`src/rtl/adder_share_arbiter.sv`:
```
// Round-robin front end sharing one pipelined adder core among NUM_REQ requesters.
// Requester IDs ride alongside the core; results land in a credit-gated response FIFO.
module adder_share_arbiter #(
    parameter int WIDTH   = 32,
    parameter int NUM_REQ = 4,
    parameter int LAT     = 3,
    parameter int DEPTH   = 8,
    parameter int IDW     = 2
) (
    input  logic                     clk,
    input  logic                     rst_n,
    input  logic [NUM_REQ-1:0]       req_valid,
    output logic [NUM_REQ-1:0]       req_ready,
    input  logic [NUM_REQ*WIDTH-1:0] req_a,
    input  logic [NUM_REQ*WIDTH-1:0] req_b,
    input  logic [NUM_REQ-1:0]       req_cin,
    output logic                     core_v_in,
    output logic [WIDTH-1:0]         core_a,
    output logic [WIDTH-1:0]         core_b,
    output logic                     core_cin,
    input  logic [WIDTH-1:0]         core_sum,
    input  logic                     core_v_out,
    output logic                     rsp_valid,
    input  logic                     rsp_ready,
    output logic [WIDTH-1:0]         rsp_sum,
    output logic [IDW-1:0]           rsp_id,
    output logic                     err_vmismatch
);

    localparam int IDX_W  = $clog2(NUM_REQ);
    localparam int PTR_W  = $clog2(DEPTH);
    localparam int CNT_W  = $clog2(DEPTH + 1);
    localparam int WARM_W = $clog2(LAT + 1);

    typedef struct packed {
        logic           vld;
        logic [IDW-1:0] id;
    } trk_t;

    logic [IDX_W-1:0]  rr_q, rr_d;
    logic [IDX_W-1:0]  cand;
    logic [IDX_W-1:0]  grant_idx;
    logic              grant_vld;
    logic              credit_ok;
    logic [WARM_W-1:0] inflight;
    trk_t              trk_q [1:LAT];

    logic [WIDTH-1:0]  mem_sum_q [DEPTH];
    logic [IDW-1:0]    mem_id_q  [DEPTH];
    logic [PTR_W-1:0]  wr_ptr_q, wr_ptr_d;
    logic [PTR_W-1:0]  rd_ptr_q, rd_ptr_d;
    logic [CNT_W-1:0]  cnt_q, cnt_d;
    logic [WARM_W-1:0] warm_q, warm_d;
    logic              err_q, err_d;
    logic              push, pop;

    function automatic logic [PTR_W-1:0] ptr_inc(input logic [PTR_W-1:0] p);
        return (p == PTR_W'(DEPTH - 1)) ? '0 : p + PTR_W'(1);
    endfunction

    // Credits count buffered plus in-flight results; a pop in this cycle is not credited
    // until it shows up in cnt_q. Grants are also held off while reset is asserted.
    always_comb begin
        inflight = '0;
        for (int k = 1; k <= LAT; k++) begin
            inflight = inflight + WARM_W'(trk_q[k].vld);
        end
        credit_ok = rst_n && ((int'(cnt_q) + int'(inflight)) < DEPTH);
    end

    // NOTE: every signal written in a combinational block gets a default first; a path
    // that leaves one unassigned would infer a latch.
    always_comb begin
        grant_vld = 1'b0;
        grant_idx = '0;
        cand      = '0;
        if (credit_ok) begin
            for (int k = 0; k < NUM_REQ; k++) begin
                cand = IDX_W'((int'(rr_q) + k) % NUM_REQ);
                if (!grant_vld && req_valid[cand]) begin
                    grant_vld = 1'b1;
                    grant_idx = cand;
                end
            end
        end
    end

    always_comb begin
        req_ready = '0;
        core_a    = '0;
        core_b    = '0;
        core_cin  = 1'b0;
        for (int k = 0; k < NUM_REQ; k++) begin
            if (grant_vld && (grant_idx == IDX_W'(k))) begin
                req_ready[k] = 1'b1;
                core_a       = req_a[k*WIDTH +: WIDTH];
                core_b       = req_b[k*WIDTH +: WIDTH];
                core_cin     = req_cin[k];
            end
        end
        core_v_in = |req_ready;
    end

    assign rsp_valid     = (cnt_q != '0);
    assign rsp_sum       = mem_sum_q[rd_ptr_q];
    assign rsp_id        = mem_id_q[rd_ptr_q];
    assign err_vmismatch = err_q;

    // The tracker's last stage is the only capture strobe; core_v_out is merely audited.
    always_comb begin
        push     = trk_q[LAT].vld;
        pop      = rsp_valid & rsp_ready;
        rr_d     = rr_q;
        wr_ptr_d = wr_ptr_q;
        rd_ptr_d = rd_ptr_q;
        cnt_d    = cnt_q;
        warm_d   = warm_q;
        err_d    = err_q;
        if (grant_vld) begin
            rr_d = (grant_idx == IDX_W'(NUM_REQ - 1)) ? '0 : grant_idx + IDX_W'(1);
        end
        if (push) wr_ptr_d = ptr_inc(wr_ptr_q);
        if (pop)  rd_ptr_d = ptr_inc(rd_ptr_q);
        if (push && !pop) begin
            cnt_d = cnt_q + CNT_W'(1);
        end else if (pop && !push) begin
            cnt_d = cnt_q - CNT_W'(1);
        end
        // The core's valid pipeline is unreset, so it is trusted only once LAT edges
        // of idle issue have flushed it.
        if (warm_q != WARM_W'(LAT)) begin
            warm_d = warm_q + WARM_W'(1);
        end else if (core_v_out != trk_q[LAT].vld) begin
            err_d = 1'b1;
        end
    end

    // NOTE: sequential state uses non-blocking assignments so every register samples
    // the pre-edge value of every other register.
    always_ff @(posedge clk or negedge rst_n) begin
        if (!rst_n) begin
            rr_q     <= '0;
            wr_ptr_q <= '0;
            rd_ptr_q <= '0;
            cnt_q    <= '0;
            warm_q   <= '0;
            err_q    <= 1'b0;
            for (int k = 1; k <= LAT; k++) begin
                trk_q[k] <= '0;
            end
        end else begin
            rr_q     <= rr_d;
            wr_ptr_q <= wr_ptr_d;
            rd_ptr_q <= rd_ptr_d;
            cnt_q    <= cnt_d;
            warm_q   <= warm_d;
            err_q    <= err_d;
            trk_q[1] <= {core_v_in, IDW'(grant_idx)};
            for (int k = 2; k <= LAT; k++) begin
                trk_q[k] <= trk_q[k-1];
            end
        end
    end

    // NOTE: FIFO storage is deliberately not reset; occupancy is tracked by cnt_q and
    // the head entry is only observed while rsp_valid is high.
    always_ff @(posedge clk) begin
        if (push) begin
            mem_sum_q[wr_ptr_q] <= core_sum;
            mem_id_q[wr_ptr_q]  <= trk_q[LAT].id;
        end
    end

    a_no_overflow: assert property (@(posedge clk) disable iff (!rst_n)
        !(push && (cnt_q == CNT_W'(DEPTH))));

    a_grant_legal: assert property (@(posedge clk) disable iff (!rst_n)
        $onehot0(req_ready) && ((req_ready & ~req_valid) == '0));

endmodule
```
`config.mk`:
```
export PLATFORM = sky130hd
export DESIGN_NAME = adder_share_arbiter
export DESIGN_NICKNAME = d
export VERILOG_FILES = /design/src/rtl/adder_share_arbiter.sv
export SDC_FILE = /design/constraint.sdc
export NUM_CORES = 1
export LEC_CHECK = 0
export BUFFER_PORTS_ARGS = -buffer_cell sky130_fd_sc_hd__buf_2
export CORE_MARGIN = 5
export CORE_UTILIZATION = 57
export CTS_BUF_LIST = sky130_fd_sc_hd__clkbuf_16
export CTS_CLUSTER_SIZE = 12
export DETAILED_ROUTE_END_ITERATION = 10
export PLACE_DENSITY_LB_ADDON = 0.2
export SYNTH_ARGS = -nofsm -noshare
export SYNTH_HDL_FRONTEND = slang
export SYNTH_SLANG_ARGS = --single-unit
```
`constraint.sdc`:
```
create_clock -name clk -period 8.52 [get_ports clk]
set_input_delay 0.852 -clock clk [delete_from_list [all_inputs] [get_ports clk]]
set_output_delay 0.852 -clock clk [all_outputs]
set_load 0.01 [all_outputs]
```
==> flow_summary.toml <==
[outcome]
status = "completed"

[cts]
post-cts-setup-buffer-count = 0
tritoncts = "built"
post_cts_hold_buffer_count = 0
clock_tree_sinks = 296
cts_resized = 0
cts-buffers-inserted = 29
cts_root_buffer = "clkbuf_16"
htree_num_levels = 1
clock_tree.buffer_depth = 3
clk_pin_slew_ns = 0.06
clkLatencyLatePin_ns = 0.54

[die]
die_x_um = 167
floorplan.rows = 57
ios = 406
placeableCoreArea_mm2 = 0.0243
initial_core_util_pct = 57.9
die_height_um = 167
fp.dieArea_mm2 = 0.0279

[placement]
finalWeightedCongestion = 1.06
placement_stage_cell_area_mm2 = 0.0163
io_buffer_count = 405
place_hpwl_um = 32700
place.detailed.instances = 1567

[drt]
route.detailed.drc = 0
first_iter_violations = 941
wl_um = 46900
drt-vias-per-instance = 6.19
dr.pass1.iters = 5
vias = 10100
post_drt_wl_per_cell_um = 28.6
ant_nets = 0

[synth]
synth_flop_type = "edfxtp_1"
syn-instance-count = 900
syn-cell-area_mm2 = 0.0141
yosys_register_bits = 296
avg_cell_area_syn_um2 = 15.6
post_synth_net_total = 1215
async_flop_share_pct = 8.11
synth_warnings = 0
synth_edf_count = 272
number_of_different_library_cells_in_the_post_synthesis_netlist = 46
yosysSeqAreaShare_pct = 62.3

[sta]
finalHoldViolCount = 0
finalCritPeriodShare_pct = 67.9
fin_worst_skew_ns = 0.0165
max_freq_ghz = 0.173
setup_violations = 0
period_minus_slack_ns = 5.79
timing.max_slew.rel_slack_pct = 24.6
tightest_slew_ns = 1.13
setup_tns_ns = 0
final_max_slew_viol_count = 0
setup_repair_after_global_routing_missed_its_margin = "false"

[global_routing]
gr-usage-all-layers_pct = 32.2
first_global_vias = 10300
antenna_violations_before_repair = 28
grt_pass1_wl_um = 66500
grt_remaining_overflow = 0
grt_start_max_net_pins = 105

[worst_setup_path]
worst_path_dominant_cell_family = "buffers and inverters"
cpPeakStageDelay_ns = 0.57
arrival_ns = 4.94
crit_type = "reg2out"
crit_slowest_cell = "inv_2"
path_buf_inv = 5
cpMostUsedCell = "buf_4"
critical_path.startpoint_type = "register"
timing.critical_path.fanout_max = 66
crit_required_ns = 7.67
cell_chain_critical_path = "fa_1, ha_1, nand4_1, nand4_4, inv_4, and4_1, ha_2, buf_4, inv_2, buf_4, o221ai_1, a21oi_1, buf_2"
timing.critical_path.to_type = "primary output"

[min_path]
min_path_type = "in2async"

[job]
max-cap-violations = 0

[power_and_ir_drop]
power-per-cell-area_mw_per_mm2 = 305
p_leak_nw = 7.03
maximum_vdd_ir_drop_mv = 0.184
fin_total_pwr_mw = 5.26

[layout]
stdcell_count = 1639
stdcell_area_mm2 = 0.0172
final_nets = 1589
post_route_cells_drive_above_1_share_pct = 46.2
flow.area_growth_from_synthesis_pct = 22.4
## cell usage in the layout, fill, tap and decap left out, types with 26 or more instances in the layout
cell and n:
diode_2 26, a21oi_1 58, clkbuf_16 29, edfxtp_1 272
o221ai_1 65, nand2_1 73, buf_2 405, and3b_1 65
mux4_2 68, a21o_1 68, mux2_2 39
## power by group
part           total, mW  internal (mW)  switching (mW)
Combinational       2.17           1.03            1.14
Clock               1.13          0.637           0.491
Sequential          1.96           1.79           0.174
## metrics by stage
stage          setup WS [ns]  hold slack [ns]  utilization (%)
4_1_cts                 2.72            0.292             70.6
5_1_grt                 2.53            0.320             70.8
6_report                2.73            0.290             70.8
2_1_floorplan           4.66            0.331                -
3_3_place_gp            3.06            0.339             67.2
3_5_place_dp            2.99            0.340             67.2
## layout make-up
type                    instances  area [um2]
diodes                         26        65.1
clock buffers                  29         726
clock inverters                17        96.3
fillers                      1630        7090
inverters                       5        21.3
multi-input cells             521        4990
flip-flops and latches        296        8770
well taps                     324         405
repair buffers                421        2150
## registers in the layout, summed over array words and instances, names as in the netlist, 2 cells and up
| register | flops |
|---|---|
| mem_sum_q | 256 |
| mem_id_q | 16 |
| trk_q | 8 |
| cnt_q | 4 |
| rd_ptr_q | 3 |
| wr_ptr_q | 3 |
| rr_q | 2 |
| warm_q | 2 |
## cell usage after synthesis, types with 3 or more instances
cell type | instances | area share [%]
edfxtp_1 | 272 | 58
nand2_1 | 73 | 1.9
a21o_1 | 68 | 3.6
mux4_2 | 68 | 11
and3b_1 | 65 | 4.0
o221ai_1 | 65 | 4.0
a21oi_1 | 58 | 2.1
clkbuf_1 | 54 | 1.4
mux2_2 | 39 | 3.1
dfrtp_1 | 24 | 4.3
ha_1 | 13 | 1.2
a21oi_2 | 10 | 0.62
nor2_1 | 10 | 0.27
buf_6 | 8 | 0.64
buf_2 | 7 | 0.25
buf_1 | 6 | 0.16
nand2b_1 | 5 | 0.22
inv_1 | 4 | 0.11
nor3_1 | 4 | 0.14
buf_4 | 3 | 0.16
nand3_1 | 3 | 0.11
nand3b_1 | 3 | 0.16
o211ai_1 | 3 | 0.16
o21ai_0 | 3 | 0.11
xnor2_1 | 3 | 0.19
## cells by family after synthesis
kind of cell | Yosys count | share of synthesized area (%)
xor gates and xnor gates | 4 | 0.249
AOI/OAI and AO/OA | 214 | 11.2
DFF | 296 | 62.3
adders and majority gates | 15 | 1.44
muxes | 110 | 14.2
buffers and inverters | 83 | 2.80
and+or+nand+nor | 178 | 7.78
## per-layer routing
layer | global-route usage (%) | part of all wire (%) | vias to the layer above
li1 | - | - | 4413
met1 | 40.2 | 35 | 5009
met2 | 54.2 | 51 | 610
met3 | 5.92 | 8.9 | 102
met4 | 16.7 | 5.5 | 6
met5 | 0 | 0.087 | -
## final timing paths
check	start	to	slack, ns	depth (start not counted)
setup / recovery	push	core_b[5]	2.73	13
hold / removal	rst_n	warm_q[0]	0.29	1
setup reg to reg	cnt_q[3]	cnt_q[3]	5.77	7
hold reg to reg	trk_q[4]	trk_q[1]	0.35	0
max in group asynchronous	rst_n	rd_ptr_q[0]	7.82	1
min in group clk	trk_q[4]	trk_q[1]	0.35	0
(Power assumes the default switching activity.)
